<file path="src/rtl/program_loader_pkg.sv">
// Shared types and defaults for the instruction-store loader: state encoding,
// default memory geometry and the HALT opcode used to pad the unused tail.
package program_loader_pkg;

   localparam int PROG_ADDRESS_SIZE  = 8;
   localparam int INSTRUCTION_SIZE   = 32;
   localparam int PROG_MEMORY_SIZE   = 256;
   localparam logic [31:0] HALT_INST = 32'hFC00_0000;

   typedef enum logic [2:0] {
      LOADER_IDLE  = 3'd0,
      LOADER_LOAD  = 3'd1,
      LOADER_DRAIN = 3'd2,
      LOADER_FILL  = 3'd3,
      LOADER_RUN   = 3'd4
   } loader_state_e;

endpackage

</file>
<file path="src/rtl/program_loader_if.sv">
// Valid/ready word stream from the external program source into the loader.
interface program_loader_if #(
   parameter int DATA_SIZE = 32
);
   logic                 in_valid;
   logic [DATA_SIZE-1:0] in_data;
   logic                 in_last;
   logic                 in_ready;

   modport master (output in_valid, output in_data, output in_last, input in_ready);
   modport slave  (input in_valid, input in_data, input in_last, output in_ready);
endinterface

</file>
<file path="src/rtl/program_loader.sv">
// Program memory loader: streams words into the instruction store, optionally
// pads the tail with HALT, then hands the address port to the core PC.
//
// state        | meaning
// -------------+-----------------------------------------------------------
// LOADER_IDLE  | memory parked at address 0, core stalled, waiting for start
// LOADER_LOAD  | accepting source words, one registered write per beat
// LOADER_DRAIN | final registered write goes out, load_count captured
// LOADER_FILL  | HALT written at counter each cycle up to SIZE-1
// LOADER_RUN   | address follows cpu_pc, core released
module program_loader
   import program_loader_pkg::*;
#(
   parameter int ADDRESS_SIZE                = PROG_ADDRESS_SIZE,
   parameter int DATA_SIZE                   = INSTRUCTION_SIZE,
   parameter int SIZE                        = PROG_MEMORY_SIZE,
   parameter bit FILL_HALT                   = 1'b1,
   parameter logic [DATA_SIZE-1:0] HALT_WORD = DATA_SIZE'(HALT_INST)
) (
   input  logic                    clock,
   input  logic                    reset,
   input  logic                    load_start,
   program_loader_if.slave         src,
   input  logic [ADDRESS_SIZE-1:0] cpu_pc,
   output logic                    mem_write_enable,
   output logic [ADDRESS_SIZE-1:0] mem_address,
   output logic [DATA_SIZE-1:0]    mem_data_in,
   output logic                    cpu_stall,
   output logic                    load_done,
   output logic                    overflow,
   output logic [ADDRESS_SIZE:0]   load_count
);

   localparam int CW = ADDRESS_SIZE + 1;
   localparam logic [CW-1:0] SIZE_C = CW'(SIZE);
   localparam logic [CW-1:0] LAST_C = CW'(SIZE - 1);

   loader_state_e           state_q, state_d;
   logic [CW-1:0]           cnt_q, cnt_d;
   logic                    wr_en_q, wr_en_d;
   logic [ADDRESS_SIZE-1:0] wr_addr_q, wr_addr_d;
   logic [DATA_SIZE-1:0]    wr_data_q, wr_data_d;
   logic                    ovf_q, ovf_d;
   logic [CW-1:0]           lcnt_q, lcnt_d;

   // Ready is a pure function of state so the source can never form a loop through it.
   assign src.in_ready = (state_q == LOADER_LOAD);
   assign overflow     = ovf_q;
   assign load_count   = lcnt_q;

   always_ff @(posedge clock) begin
      if (!reset) begin
         state_q   <= LOADER_IDLE;
         cnt_q     <= '0;
         wr_en_q   <= 1'b0;
         wr_addr_q <= '0;
         wr_data_q <= '0;
         ovf_q     <= 1'b0;
         lcnt_q    <= '0;
      end else begin
         state_q   <= state_d;
         cnt_q     <= cnt_d;
         wr_en_q   <= wr_en_d;
         wr_addr_q <= wr_addr_d;
         wr_data_q <= wr_data_d;
         ovf_q     <= ovf_d;
         lcnt_q    <= lcnt_d;
      end
   end

   always_comb begin
      state_d          = state_q;
      cnt_d            = cnt_q;
      wr_en_d          = 1'b0;
      wr_addr_d        = wr_addr_q;
      wr_data_d        = wr_data_q;
      ovf_d            = ovf_q;
      lcnt_d           = lcnt_q;
      mem_write_enable = 1'b0;
      mem_address      = '0;
      mem_data_in      = '0;
      cpu_stall        = 1'b1;
      load_done        = 1'b0;

      unique case (state_q)
         LOADER_IDLE: begin
            if (load_start) begin
               state_d = LOADER_LOAD;
               cnt_d   = '0;
               ovf_d   = 1'b0;
            end
         end
         LOADER_LOAD: begin
            mem_write_enable = wr_en_q;
            mem_address      = wr_addr_q;
            mem_data_in      = wr_data_q;
            if (src.in_valid) begin
               wr_en_d   = 1'b1;
               wr_addr_d = cnt_q[ADDRESS_SIZE-1:0];
               wr_data_d = src.in_data;
               cnt_d     = cnt_q + CW'(1);
               if (src.in_last || (cnt_q == LAST_C)) state_d = LOADER_DRAIN;
               if ((cnt_q == LAST_C) && !src.in_last) ovf_d = 1'b1;
            end
         end
         LOADER_DRAIN: begin
            mem_write_enable = wr_en_q;
            mem_address      = wr_addr_q;
            mem_data_in      = wr_data_q;
            lcnt_d           = (cnt_q > SIZE_C) ? SIZE_C : cnt_q;
            state_d          = (FILL_HALT && (cnt_q < SIZE_C)) ? LOADER_FILL : LOADER_RUN;
         end
         LOADER_FILL: begin
            mem_write_enable = 1'b1;
            mem_address      = cnt_q[ADDRESS_SIZE-1:0];
            mem_data_in      = HALT_WORD;
            cnt_d            = cnt_q + CW'(1);
            if (cnt_q >= LAST_C) state_d = LOADER_RUN;
         end
         LOADER_RUN: begin
            mem_address = cpu_pc;
            cpu_stall   = 1'b0;
            load_done   = 1'b1;
            if (load_start) begin
               state_d = LOADER_LOAD;
               cnt_d   = '0;
               ovf_d   = 1'b0;
            end
         end
         default: state_d = LOADER_IDLE;
      endcase
   end

endmodule

</file>
<file path="src/flat_wrapper.sv">
// flat-port wrapper written by rule: the top's interface ports become plain ports
module program_loader_flat import program_loader_pkg::*;
#(
   parameter int ADDRESS_SIZE                = PROG_ADDRESS_SIZE,
   parameter int DATA_SIZE                   = INSTRUCTION_SIZE,
   parameter int SIZE                        = PROG_MEMORY_SIZE,
   parameter bit FILL_HALT                   = 1'b1,
   parameter logic [DATA_SIZE-1:0] HALT_WORD = DATA_SIZE'(HALT_INST)
)
  (clock, reset, load_start, cpu_pc, mem_write_enable, mem_address, mem_data_in, cpu_stall, load_done, overflow, load_count, src_in_valid, src_in_data, src_in_last, src_in_ready);
  program_loader_if #(.DATA_SIZE(DATA_SIZE)) src_i ();
  input  logic clock;
  input  logic reset;
  input  logic load_start;
  input  logic [ADDRESS_SIZE-1:0] cpu_pc;
  output logic mem_write_enable;
  output logic [ADDRESS_SIZE-1:0] mem_address;
  output logic [DATA_SIZE-1:0] mem_data_in;
  output logic cpu_stall;
  output logic load_done;
  output logic overflow;
  output logic [ADDRESS_SIZE:0] load_count;
  input wire logic [$bits(src_i.in_valid)-1:0] src_in_valid;
  input wire logic [$bits(src_i.in_data)-1:0] src_in_data;
  input wire logic [$bits(src_i.in_last)-1:0] src_in_last;
  output wire logic [$bits(src_i.in_ready)-1:0] src_in_ready;
  assign src_i.in_valid = src_in_valid;
  assign src_i.in_data = src_in_data;
  assign src_i.in_last = src_in_last;
  assign src_in_ready = src_i.in_ready;
  program_loader #(.ADDRESS_SIZE(ADDRESS_SIZE), .DATA_SIZE(DATA_SIZE), .SIZE(SIZE), .FILL_HALT(FILL_HALT), .HALT_WORD(HALT_WORD)) u_core (.clock(clock), .reset(reset), .load_start(load_start), .src(src_i), .cpu_pc(cpu_pc), .mem_write_enable(mem_write_enable), .mem_address(mem_address), .mem_data_in(mem_data_in), .cpu_stall(cpu_stall), .load_done(load_done), .overflow(overflow), .load_count(load_count));
endmodule
</file>
<file path="config.mk">
export PLATFORM = sky130hd
export DESIGN_NAME = program_loader_flat
export DESIGN_NICKNAME = d
export VERILOG_FILES = /design/src/rtl/program_loader_pkg.sv /design/src/rtl/program_loader_if.sv /design/src/rtl/program_loader.sv /design/src/flat_wrapper.sv
export SDC_FILE = /design/constraint.sdc
export NUM_CORES = 1
export LEC_CHECK = 0
export ABC_AREA = 0
export ABC_CLOCK_PERIOD_IN_PS = 2400
export BUFFER_PORTS_ARGS = -buffer_cell sky130_fd_sc_hd__clkbuf_2
export CAP_MARGIN = 20
export CORE_MARGIN = 8
export CORE_UTILIZATION = 35
export DETAILED_ROUTE_END_ITERATION = 16
export PLACE_DENSITY = 0.59
export SLEW_MARGIN = 0
export SYNTH_ARGS = -nofsm -noshare
export SYNTH_HDL_FRONTEND = slang
export SYNTH_SLANG_ARGS = --single-unit
</file>
<file path="constraint.sdc">
create_clock -name clock -period 2.4 [get_ports clock]
set_clock_uncertainty 0.15 [all_clocks]
set_input_delay 0.6 -clock clock [delete_from_list [all_inputs] [get_ports clock]]
set_output_delay 0.6 -clock clock [all_outputs]
set_load 0.02 [all_outputs]
</file>
Word level (Yosys, flattened, before mapping). Cells that the tools add are included.

Logic and storage cells: 54. Input bits: 45. Output and inout port bits: 54. Flip-flop bits (word level): 63.

$add $sub $neg: 1. Equality and inequality tests: 10. Magnitude comparators: 3. Muxes and demuxes: 20. Reductions and logical operators: 13.

Operators with widths (number): $pmux W32 S2 (1); $mux W9 (3); $pmux W9 S3 (1); $pmux W8 S3 (1); $mux W3 (5); $pmux W3 S4 (1); $add A9 B1 Y9 const B (1); $eq A9 B8 Y1 const B (1); $ge A9 B8 Y1 const B (1); $gt A9 B9 Y1 const B (1); $lt A9 B9 Y1 const B (1); $ne A2 B1 Y1 const B (4); $reduce_and A4 Y1 (2); $eq A3 B2 Y1 const B (2); $mux W1 (6); $pmux W1 S2 (2); $reduce_and A2 Y1 (2); $reduce_or A2 Y1 (2); $eq A3 B1 Y1 const B (1); $eq A3 B3 Y1 const B (1); $logic_not A3 Y1 (1); $reduce_and A3 Y1 (1); $reduce_bool A3 Y1 (1); $ne A2 B2 Y1 const B (1); other kinds (4) (4).

Longest topological paths before layout.
Depth after elaboration: 5. Gate-level depth with buffers: 7. Mapped depth without buffers: 6.

Least setup slack after synthesis. OpenSTA, ideal clock, no wires.

Path type: reg2out. Start: register u_core.state_q[1]. End: output mem_address[6]. Stages on the path, launching flop included: 8. Arrival: 1644 ps. Data required time: 1650 ps. Setup slack: 6 ps. Buffers on the path: 3. Path through: dfxtp_1 buf_6 buf_2 clkbuf_1 mux2i_1 nor2_1 a21oi_1 o21ai_0.

Longest elaborated chain between the ends: 3.

Ends and longest elaborated chain: from (decl) (RTL line program_loader.sv:38) `loader_state_e state_q, state_d;`; from (signal assigned) (RTL line program_loader.sv:61) `state_q <= state_d;`; $eq A3 B1 Y1 / $eq A3 B2 Y1 (equally long branches) (RTL line program_loader.sv:85) `unique case (state_q)`; $reduce_or A2 Y1 (no source line); $pmux W8 S3 (*) (RTL line program_loader.sv:85); to (decl) (RTL line flat_wrapper.sv:17) `output logic [ADDRESS_SIZE-1:0] mem_address;`.

Every way passes the cells marked *; elsewhere a longest branch is shown, timed or not.

Worst setup path after layout.
Start: register u_core.state_q[1]. End: output src_in_ready.

Longest elaborated chain between the ends: 1.

Ends and longest elaborated chain: $eq A3 B1 Y1 (RTL line program_loader.sv:47) `assign src.in_ready = (state_q == LOADER_LOAD);`; to (decl) (RTL line flat_wrapper.sv:26) `output wire logic [$bits(src_i.in_ready)-1:0] src_in_ready;`.

Every way passes these cells.

==> flow_summary.yaml <==
synth:
  async_flop_share_pct: 0
  synth-edff-count: 0
  synth-seq-cells: 63
  synth_cell_types: 40
  synthCells: 406
  ys_seq_area_share_pct: 40.4
  syn_area_per_cell_sq_um: 7.68
  synth_largest_area_cell: "dfxtp_1"
  synth_area_sq_um: 3120
  netlist.area_leader.share_pct: 40.4
  synth_ff_type: "dfxtp_1"
  synthTopCellsByArea: "dfxtp_1, nand2_1, a21boi_0"
  yosys_warnings: 0
  synth_fp_nets: 454
finish:
  drive_gt1_share_pct: 28.5
  layout.cells.most_common_list: "nand2_1, clkbuf_2, dfxtp_1"
  final_common_cell: "nand2_1"
  layout.nets: 557
  diodes: 0
  syn2layout_area_growth_pct: 28.4
  final_cells: 620
sta:
  post-route-period-util_pct: 97.0
  drv_slew: 0
  finalHoldViolations: 0
  min_period_ns: 2.33
  slew_headroom_pct: 63.4
  tns_ns: 0
  worst_pin_slew_ns: 0.545
  fin_hold_ws_ns: 0.305
  setup_viol: 0
  fmax_mhz: 429
  setup_ws_ns: 0.0714
drt:
  via_count: 3025
  first_pass_iters: 4
  wirelength_mm: 9.05
  ant_nets: 0
  drcViolationCount: 0
  vias_per_cell: 4.88
  drt_iter0_markers: 135
  drt-wirelength-per-cell_um: 14.6
clock_tree:
  cts_max_path_buffers: 2
  cts_tree: "built"
  ctsHtreeMaxLevel: 3
  clk_pin_slew_ns: 0.07
  clock_latency_ns: 0.34
  cts.sink_count: 63
  clockRootBuffer: "clkbuf_8"
  numCtsBuffers: 9
critical_path:
  critPathMaxFanout: 7
  cp.arrival_ns: 1.58
  start_kind: "flop"
  cp-end-kind: "output port"
  critPathKind: "reg -> out"
  cp.required_ns: 1.65
placed_design:
  pre_cts_slack_ns: 0.208
  dpl.hpwl_mm: 6.55
  io_buffers: 98
  gp_congestion: 0.817
  place_inst: 600
min_path:
  holdCritPathClass: "reg -> reg"
power:
  leakagePower_nw: 1.64
  p_per_area_nw_per_um2: 569
  peakVddDrop_v: 0.000300
global_routing:
  grt_overflow: 0
  grt_max_degree: 32
  grt_pass1_vias: 2864
  grtUsageTotal_pct: 14.4
  antenna_found_initial: 0
  grt_pass1_wl_mm: 13.7
die:
  fp-row-count: 34
  design.core.area_sq_um: 8680
  start_util_pct: 35.9
  io_pins: 99
  die-area_sq_um: 12200
  die_h_um: 110
  die_w_um: 110
job:
  drv_cap: 0
outcome:
  outcome: "complete, no violations"
-- synth_stat cells (7+ instances only) --
| library cell | number |
|---|---|
| o21ai_0 | 19 |
| clkbuf_1 | 25 |
| nor2_1 | 16 |
| nand2_1 | 102 |
| a21boi_0 | 35 |
| buf_2 | 7 |
| and2_1 | 27 |
| inv_1 | 9 |
| a21oi_1 | 30 |
| dfxtp_1 | 63 |
| mux2i_1 | 9 |
| nor2b_1 | 10 |
-- critical path: stages (launching register included) --
cell and delay [ns]:
dfxtp_4 0.37, buf_4 0.15, buf_4 0.16, nor3b_2 0.33
clkbuf_2 0.24
-- kinds of logic after synthesis --
group / after synthesis / synth area share [%]
fa+ha+maj: 3 / 1.20
compound gates: 101 / 20.6
xor+xnor: 1 / 0.281
flops: 63 / 40.4
simple gates: 184 / 28.1
buf+inv: 44 / 6.06
mux: 10 / 3.25
-- sequential cells by signal, summed over array words and instances (netlist names) --
signal	flops
u_core.wr_data_q	32
u_core.state_q	3
u_core.wr_en_q	1
u_core.overflow	1
u_core.wr_addr_q	8
u_core.load_count	9
u_core.cnt_q	9
-- metal layers --
| metal | GRT usage [%] | vias up | routed length, um |
|---|---|---|---|
| li1 | - | 1558 | - |
| met4 | 6.85 | 0 | 162 |
| met5 | 0 | - | 0 |
| met3 | 3.90 | 13 | 667 |
| met1 | 17.2 | 1369 | 3990 |
| met2 | 23.4 | 85 | 4230 |
-- where the power goes --
group | switching [W] | internal [W]
logic | 0.000227 | 0.000147
registers | 0.0000214 | 0.00108
clock network | 0.000385 | 0.000419
total | 0.000633 | 0.00165
-- area by class of cell --
| cell class | instances | area [sq um] |
|---|---|---|
| Fill cell | 906 | 4670 |
| Clock inverter | 1 | 5.00 |
| Multi-Input combinational cell | 299 | 1680 |
| Sequential cell | 63 | 1270 |
| Inverter | 9 | 33.8 |
| Tap cell | 108 | 135 |
| Timing Repair Buffer | 127 | 726 |
| Clock buffer | 13 | 159 |
-- final timing paths --
kind,slack (ns),start,end,cells after the start
worst max-delay path,0.07,u_core.state_q[1],src_in_ready,4
worst min-delay path,0.31,u_core.wr_data_q[15],u_core.wr_data_q[15],2
worst max register to register,0.28,u_core.state_q[1],u_core.cnt_q[7],6
worst min register to register,0.31,u_core.wr_data_q[15],u_core.wr_data_q[15],2
-- stage by stage --
step	power (W)	instance area, sq um	utilization, %
2_1_floorplan	0.00136	3120	-
3_3_place_gp	0.00148	3760	43.3
3_5_place_dp	0.00149	3760	43.3
4_1_cts	0.00230	3930	45.3
5_1_grt	0.00239	4000	46.1
6_report	0.00228	4000	46.1
-- what timing repair did --
action	4_1_cts	5_1_grt
endpoints found under the hold margin	0	0
hold buffers	0	0
setup buffers	0	5
pin swaps	0	2
setup endpoints to repair	38	13
resized for setup	2	28
cloned	0	1
Power figures use the tool's default switching activity.
